===== src/rtl/counter_enable_gen_pkg.sv =====
// Shared definitions for the counter enable generator and its neighbours.
// Holds the control-FSM state encoding, default timing constants and the
// next-state rule so every user of the counter agrees on them.
package counter_pkg;

  // Control FSM encoding; 2'd3 is unused and recovers to ST_STOP.
  typedef enum logic [1:0] {
    ST_STOP = 2'd0,
    ST_RUN  = 2'd1,
    ST_STEP = 2'd2
  } state_t;

  // Defaults sized for a 50 MHz board clock: 1 Hz run rate, 10 ms debounce.
  localparam int DEF_DIV       = 50_000_000;
  localparam int DEF_DB_CYCLES = 500_000;

  // Next-state rule for the run/stop/step controller. A run press beats a
  // step press when both arrive together in STOP.
  function automatic state_t next_state(input state_t cur,
                                        input logic   run_press,
                                        input logic   step_press);
    state_t nxt;
    nxt = ST_STOP;
    case (cur)
      ST_STOP: begin
        if (run_press) begin
          nxt = ST_RUN;
        end else if (step_press) begin
          nxt = ST_STEP;
        end else begin
          nxt = ST_STOP;
        end
      end
      ST_RUN:  nxt = run_press ? ST_STOP : ST_RUN;
      ST_STEP: nxt = ST_STOP;
      default: nxt = ST_STOP;
    endcase
    return nxt;
  endfunction

endpackage


===== src/rtl/counter_enable_gen_debouncer.sv =====
// Button conditioner: 2-flop synchroniser, stability-count debouncer and
// rising-edge press pulse. Press appears DB_CYCLES+1 edges after the raw
// change is first sampled; releases produce no pulse.
module button_debouncer
  import counter_pkg::*;
#(
  parameter int DB_CYCLES = DEF_DB_CYCLES
) (
  input  logic clk,
  input  logic reset,
  input  logic btn_raw,
  output logic level,
  output logic press
);

  localparam int              CW       = $clog2(DB_CYCLES + 1);
  localparam logic [CW-1:0]   CNT_LAST = CW'(DB_CYCLES - 1);

  logic          sync_1;
  logic          sync_2;
  logic [CW-1:0] cnt;
  logic          level_d;

  // Two-flop synchroniser; only sync_2 is allowed into the debouncer.
  always_ff @(posedge clk or negedge reset) begin
    if (!reset) begin
      sync_1 <= 1'b0;
      sync_2 <= 1'b0;
    end else begin
      sync_1 <= btn_raw;
      sync_2 <= sync_1;
    end
  end

  // Count consecutive cycles of disagreement; accept the new level once it
  // has held for DB_CYCLES cycles, restart the count on any agreement.
  always_ff @(posedge clk or negedge reset) begin
    if (!reset) begin
      cnt   <= '0;
      level <= 1'b0;
    end else if (sync_2 == level) begin
      cnt <= '0;
    end else if (cnt == CNT_LAST) begin
      level <= sync_2;
      cnt   <= '0;
    end else begin
      cnt <= cnt + 1'b1;
    end
  end

  // One-cycle delayed copy of the debounced level for edge detection.
  always_ff @(posedge clk or negedge reset) begin
    if (!reset) begin
      level_d <= 1'b0;
    end else begin
      level_d <= level;
    end
  end

  assign press = level & ~level_d;

endmodule


===== src/rtl/counter_enable_gen.sv =====
// Enable generator for the 4-bit counter: debounced run/stop and step
// buttons drive a STOP/RUN/STEP controller and a DIV-cycle prescaler.
// enable is a registered single-cycle pulse; running mirrors the RUN state.
module counter_enable_gen
  import counter_pkg::*;
#(
  parameter int DIV       = DEF_DIV,
  parameter int DB_CYCLES = DEF_DB_CYCLES
) (
  input  logic clk,
  input  logic reset,
  input  logic btn_run,
  input  logic btn_step,
  output logic enable,
  output logic running
);

  localparam int            PW     = $clog2(DIV);
  localparam logic [PW-1:0] P_LAST = PW'(DIV - 1);

  logic          run_level;
  logic          run_pulse;
  logic          step_level;
  logic          step_pulse;
  logic          run_press;
  logic          step_press;
  state_t        state;
  state_t        state_nxt;
  logic [PW-1:0] p;

  button_debouncer #(
    .DB_CYCLES(DB_CYCLES)
  ) u_run_btn (
    .clk    (clk),
    .reset  (reset),
    .btn_raw(btn_run),
    .level  (run_level),
    .press  (run_pulse)
  );

  button_debouncer #(
    .DB_CYCLES(DB_CYCLES)
  ) u_step_btn (
    .clk    (clk),
    .reset  (reset),
    .btn_raw(btn_step),
    .level  (step_level),
    .press  (step_pulse)
  );

  // A press is only trusted while its debounced level is actually high.
  assign run_press  = run_pulse & run_level;
  assign step_press = step_pulse & step_level;

  assign state_nxt = next_state(state, run_press, step_press);

  // Controller, prescaler and registered outputs. The prescaler only runs
  // while staying in RUN, so every entry into RUN starts the period from 0
  // and the stop edge clears it. enable looks at the current state and
  // prescaler, so a stop on the last prescaler count still emits its pulse.
  always_ff @(posedge clk or negedge reset) begin
    if (!reset) begin
      state   <= ST_STOP;
      p       <= '0;
      enable  <= 1'b0;
      running <= 1'b0;
    end else begin
      state   <= state_nxt;
      running <= (state_nxt == ST_RUN);
      enable  <= ((state == ST_RUN) && (p == P_LAST)) || (state == ST_STEP);
      if ((state == ST_RUN) && (state_nxt == ST_RUN)) begin
        p <= (p == P_LAST) ? '0 : p + 1'b1;
      end else begin
        p <= '0;
      end
    end
  end

endmodule


===== config.mk =====
export PLATFORM = sky130hd
export DESIGN_NAME = counter_enable_gen
export DESIGN_NICKNAME = d
export VERILOG_FILES = /design/src/rtl/counter_enable_gen_pkg.sv /design/src/rtl/counter_enable_gen_debouncer.sv /design/src/rtl/counter_enable_gen.sv
export SDC_FILE = /design/constraint.sdc
export NUM_CORES = 1
export LEC_CHECK = 0
export CAP_MARGIN = 20
export CORE_ASPECT_RATIO = 0.8
export CORE_UTILIZATION = 41
export CTS_BUF_LIST = sky130_fd_sc_hd__clkbuf_8
export CTS_CLUSTER_DIAMETER = 60
export DETAILED_ROUTE_END_ITERATION = 6
export PLACE_DENSITY_LB_ADDON = 0.08
export SYNTH_ARGS = -nofsm -noshare
export SYNTH_HDL_FRONTEND = slang
export SYNTH_SLANG_ARGS = --single-unit

===== constraint.sdc =====
create_clock -name clk -period 5 [get_ports clk]
set_clock_uncertainty 0.2 [all_clocks]
set_input_delay 1.5 -clock clk [delete_from_list [all_inputs] [get_ports clk]]
set_output_delay 1.5 -clock clk [all_outputs]
set_load 0.05 [all_outputs]

==> Yosys cells after proc, flatten, opt, wreduce, memory -nomap -nowiden <==
Cells that the tools add are included.
{ "classes": {"n_bitwise": 8, "muxes": 10, "eq_ne": 8, "addsub": 3, "n_reduce_logical": 6} }
{ "op_table": {"columns": ["operator", "count"], "rows": [
  ["$mux 19", 4],
  ["$mux 26", 2],
  ["$add 19x1->19 const B", 2],
  ["$eq 19x19->1 const B", 2],
  ["$add 26x1->26 const B", 1],
  ["$eq 26x26->1 const B", 1],
  ["$and 1x1->1", 4],
  ["$eq 2x1->1 const B", 2],
  ["$mux 2", 2],
  ["$not 1->1", 4],
  ["$pmux 2 s2", 1],
  ["$reduce_and 2->1", 2],
  ["$eq 1x1->1", 2],
  ["$eq 2x2->1 const B", 1],
  ["$logic_and 1x1->1", 2],
  ["$logic_not 2->1", 1],
  ["$logic_or 1x1->1", 1],
  ["$mux 1", 1]
]} }
{ "word_totals": {"reg_bits": 76, "output_inout_bits": 2} }

==> Logic depth before layout (Yosys ltp) <==
{ "logic_depth": {"depth_word": 9, "mapped_depth": 6} }

==> Cells and area by module <==
From an unflattened synthesis, not the netlist that was laid out.
{ "hier_totals": {"hier_cells": 373, "hier_area_um2": 3787.4} }
{ "by_module_without_submodules": {"columns": ["module", "area_per_inst_um2", "cells_each", "n_inst", "seq_area_each_um2"], "rows": [
  ["button_debouncer", 1111.1, 107, 2, 575.6],
  ["counter_enable_gen", 1565.3, 159, 1, 750.7]
]} }

==> Worst setup path after synthesis <==
No wires, ideal clock.
{ "synth_timing": {"kind": "register to output", "startpoint": "register enable", "endpoint": "output enable", "stages_incl_launch_ff": 1, "arrival_ps": 586, "slack_ps": 2714, "cell_sequence": "dfrtp_1"} }
{ "synth_rtl": {"columns": ["element", "line_no", "source"], "rows": [
  ["start: declaration", "counter_enable_gen.sv:14", "output logic enable,"],
  ["start signal: assignment", "counter_enable_gen.sv:70", "enable <= ((state == ST_RUN) && (p == P_LAST)) || (state == ST_STEP);"]
]} }
No word-level cell between the ends.

==> Worst setup path in the final report <==
{ "layout_timing": {"startpoint": "register enable", "endpoint": "output enable"} }
No word-level cell between the ends.

==> metrics.md <==
| Metric | Value |
|---|---|
| Status | `finished, final reports clean` |
| Initial core utilization | `42.9%` |
| CORE AREA | `8630 um2` |
| Static leakage | `0.00155 uW` |
| CP Data Required Time | `3.30 ns` |
| Hold_ws | `0.152 ns` |
| Crit start category | `flip-flop` |
| Ys Warns | `0` |
| Largest fanout on the critical path | `1` |
| Number of max-cap violations | `0` |
| Post-CTS setup buffer count | `0` |
| Syn Inst Count | `367` |
| Fraction of layout cells with a size suffix above 1 | `7.61%` |
| Crit-path leading delay family | `buffers and inverters` |
| CTS tree | `done` |
| Drc violations | `0` |
| RSZ-0062 raised after global routing | `false` |
| Maximum VDD drop | `0.146 mV` |
| # rows | `30` |
| DPL Wire Length | `4520 um` |
| Initial antenna violation count | `0` |
| Clk_lat worst skew | `0.36 ns` |
| Vias | `2683` |
| Buf+Inv Stages, Crit Path | `1` |
| Worst stage delay on the critical path | `0.79 ns` |
| CTS root buffer | `clkbuf_8` |
| Setup crit end kind | `primary output` |
| Final Max Slew Viols | `0` |
| Synth Register Bits | `76` |
| Die Area | `9410 um2` |
| Routed len/inst | `14.1 um` |
| Syn_nets | `375` |
| Pre-CTS setup slack | `2.20 ns` |
| Worst slew pin tran | `0.952 ns` |
| Layout overhead on the synthesized area | `10.2%` |
| Slowest CP cell | `clkdlybuf4s50_1` |
| Synthesized area | `3700 um2` |
| H-tree depth | `3` |
| # fillers | `819` |
| Setup ws final | `1.83 ns` |
| Nets | `384` |
| CTS max path bufs | `2` |
| Slew HR | `36.6%` |
| Die Y-Extent | `87.0 um` |
| Port-buffer cells | `5` |
| Final Critical Period | `3.17 ns` |
| TritonCTS Buffers | `9` |
| Vias per std cell | `5.44` |
| First-pass GRT wire length | `12500 um` |
| Final wirelength | `6930 um` |
| Netlist cell types | `36` |
| Final setup TNS | `0 ns` |
| Post-Place Cell Area | `3840 um2` |
| Worst Setup Path Type | `flip-flop to primary output` |
| Post-synth EDFFs | `0` |
| Placer Congestion | `0.726` |
| Average cell area after synthesis | `10.1 um2` |
| CP cell instances | `clkdlybuf4s50_1` |
| Routed Antenna Nets | `0` |
| GRT overflow | `0` |
| Antenna fix cells | `0` |
| Pin count of the biggest net entering global routing | `77` |
| Synth async-reset ratio | `100%` |
| Post-CTS sizing | `0` |
| Vias in the first global route | `2588` |
| Clock-pin slew on the worst setup and hold paths | `0.08 ns` |
| Hold_buf cts | `0` |
| Sequential-to-total area share from yosys stat | `51.4%` |
| Endpoints failing setup | `0` |
| Type of the worst min-delay path | `flip-flop to flip-flop` |
| Die Wd | `108 um` |
| Count of final hold-check violations | `0` |
| PwrDens | `293 nW/um2` |
| CTS sink count | `76` |
| Total track usage | `17.3%` |
| Fmax | `316 MHz` |
| # IOs | `6` |
| DRT iter0 DRCs | `154` |
| Most used DFF post-synth | `dfrtp_1` |
| Finished Cell Area | `4080 um2` |
| Final period util | `63.4%` |
| Crit path DAT | `1.47 ns` |
| DRT Pass-1 Iters | `4` |
-- cells in the mapped netlist (all sizes together), types with 4 or more instances --
| master | number | area [um2] |
|---|---|---|
| dfrtp | 76 | 1900 |
| nor2 | 48 | 180 |
| xnor2 | 28 | 245 |
| nand3 | 23 | 115 |
| a21oi | 22 | 110 |
| or4 | 21 | 169 |
| nand2 | 18 | 67.6 |
| inv | 15 | 56.3 |
| nand4 | 15 | 106 |
| o31ai | 15 | 113 |
| or3 | 12 | 75.1 |
| xor2 | 11 | 96.3 |
| o21ai | 10 | 72.6 |
| nor3 | 9 | 45.0 |
| and4 | 5 | 43.8 |
| clkbuf | 5 | 18.8 |
| nor4 | 5 | 31.3 |
| ha | 4 | 50.1 |
| or2 | 4 | 25.0 |
-- power breakdown --
group          leakage (uW)  switching, uW  internal (uW)
sequential          0.00105           5.48            620
combinational      0.000384           21.2           6.73
clock              0.000122            223            320
-- kinds of logic (layout without fill, tap and decap cells) --
logic type,count (synthesis),in the layout,synth area share (%)
flops,76,76,51.4
fa+ha+maj,4,4,1.35
buf+inv,23,37,2.94
compound gates,48,48,8.21
simple gates,175,175,26.3
mux,2,2,0.608
xor+xnor,39,39,9.23
-- layout by cell type, fill, tap and decap left out, types with 3 or more instances in the layout --
| cell type | synthesis | routed |
|---|---|---|
| clkdlybuf4s50_1 | 0 | 4 |
| clkbuf_8 | 0 | 12 |
| nand2_1 | 18 | 18 |
| xnor2_1 | 28 | 28 |
| nor3_1 | 9 | 9 |
| nand4_1 | 13 | 13 |
| or4_4 | 3 | 3 |
| xor2_1 | 11 | 11 |
| nor4_1 | 5 | 5 |
| and3_1 | 3 | 3 |
| o31ai_1 | 15 | 15 |
| a21oi_1 | 22 | 22 |
| and2_1 | 3 | 3 |
| inv_1 | 15 | 15 |
| ha_1 | 4 | 4 |
| dfrtp_1 | 76 | 76 |
| o21ai_0 | 7 | 7 |
| or4_1 | 18 | 18 |
| nor2_1 | 48 | 48 |
| or3_1 | 12 | 12 |
| nand3_1 | 23 | 23 |
| and4_1 | 5 | 5 |
-- state kept, by name, indices dropped and copies added (netlist names), 2 cells and up --
name	flops
u_step_btn.cnt	19
p	26
state	2
u_run_btn.cnt	19
-- final timing paths --
kind | end | start | depth (start not counted) | slack, ns
setup / recovery | enable | enable | 1 | 1.83
hold / removal | u_run_btn.sync_2 | u_run_btn.sync_1 | 0 | 0.15
setup reg to reg | u_run_btn.cnt[8] | u_run_btn.cnt[12] | 4 | 2.59
hold reg to reg | u_run_btn.sync_2 | u_run_btn.sync_1 | 0 | 0.15
max in group asynchronous | u_step_btn.cnt[12] | reset | 1 | 2.89
min in group asynchronous | p[0] | reset | 1 | 1.08
-- per-stage QoR --
| step | total power [uW] | util [%] | instances |
|---|---|---|---|
| final | 1200 | 47.2 | 493 |
| after global routing | 1250 | 47.2 | 493 |
| after CTS | 1220 | 47.2 | 493 |
| after detailed placement | 667 | 44.5 | 477 |
| after global placement | 667 | 44.5 | 477 |
| after floorplan | 650 | - | 367 |
-- area by class of cell --
class                           count  area, um2  share of cell area (%)
Timing Repair Buffer                6       55.1                    1.35
Clock buffer                       12        165                    4.05
Inverter                           15       56.3                    1.38
Multi-Input combinational cell    268       1690                    41.4
Tap cell                          112        140                    3.44
Sequential cell                    76       1900                    46.6
Clock inverter                      4       70.1                    1.72
-- layer usage --
metal / track usage, % / wire length [um]
met5: 0 / 0
met4: 7.22 / 56
met3: 5.16 / 258
met2: 25.9 / 3090
met1: 23.4 / 3530
Note: power is estimated with default switching activity, not from simulation.
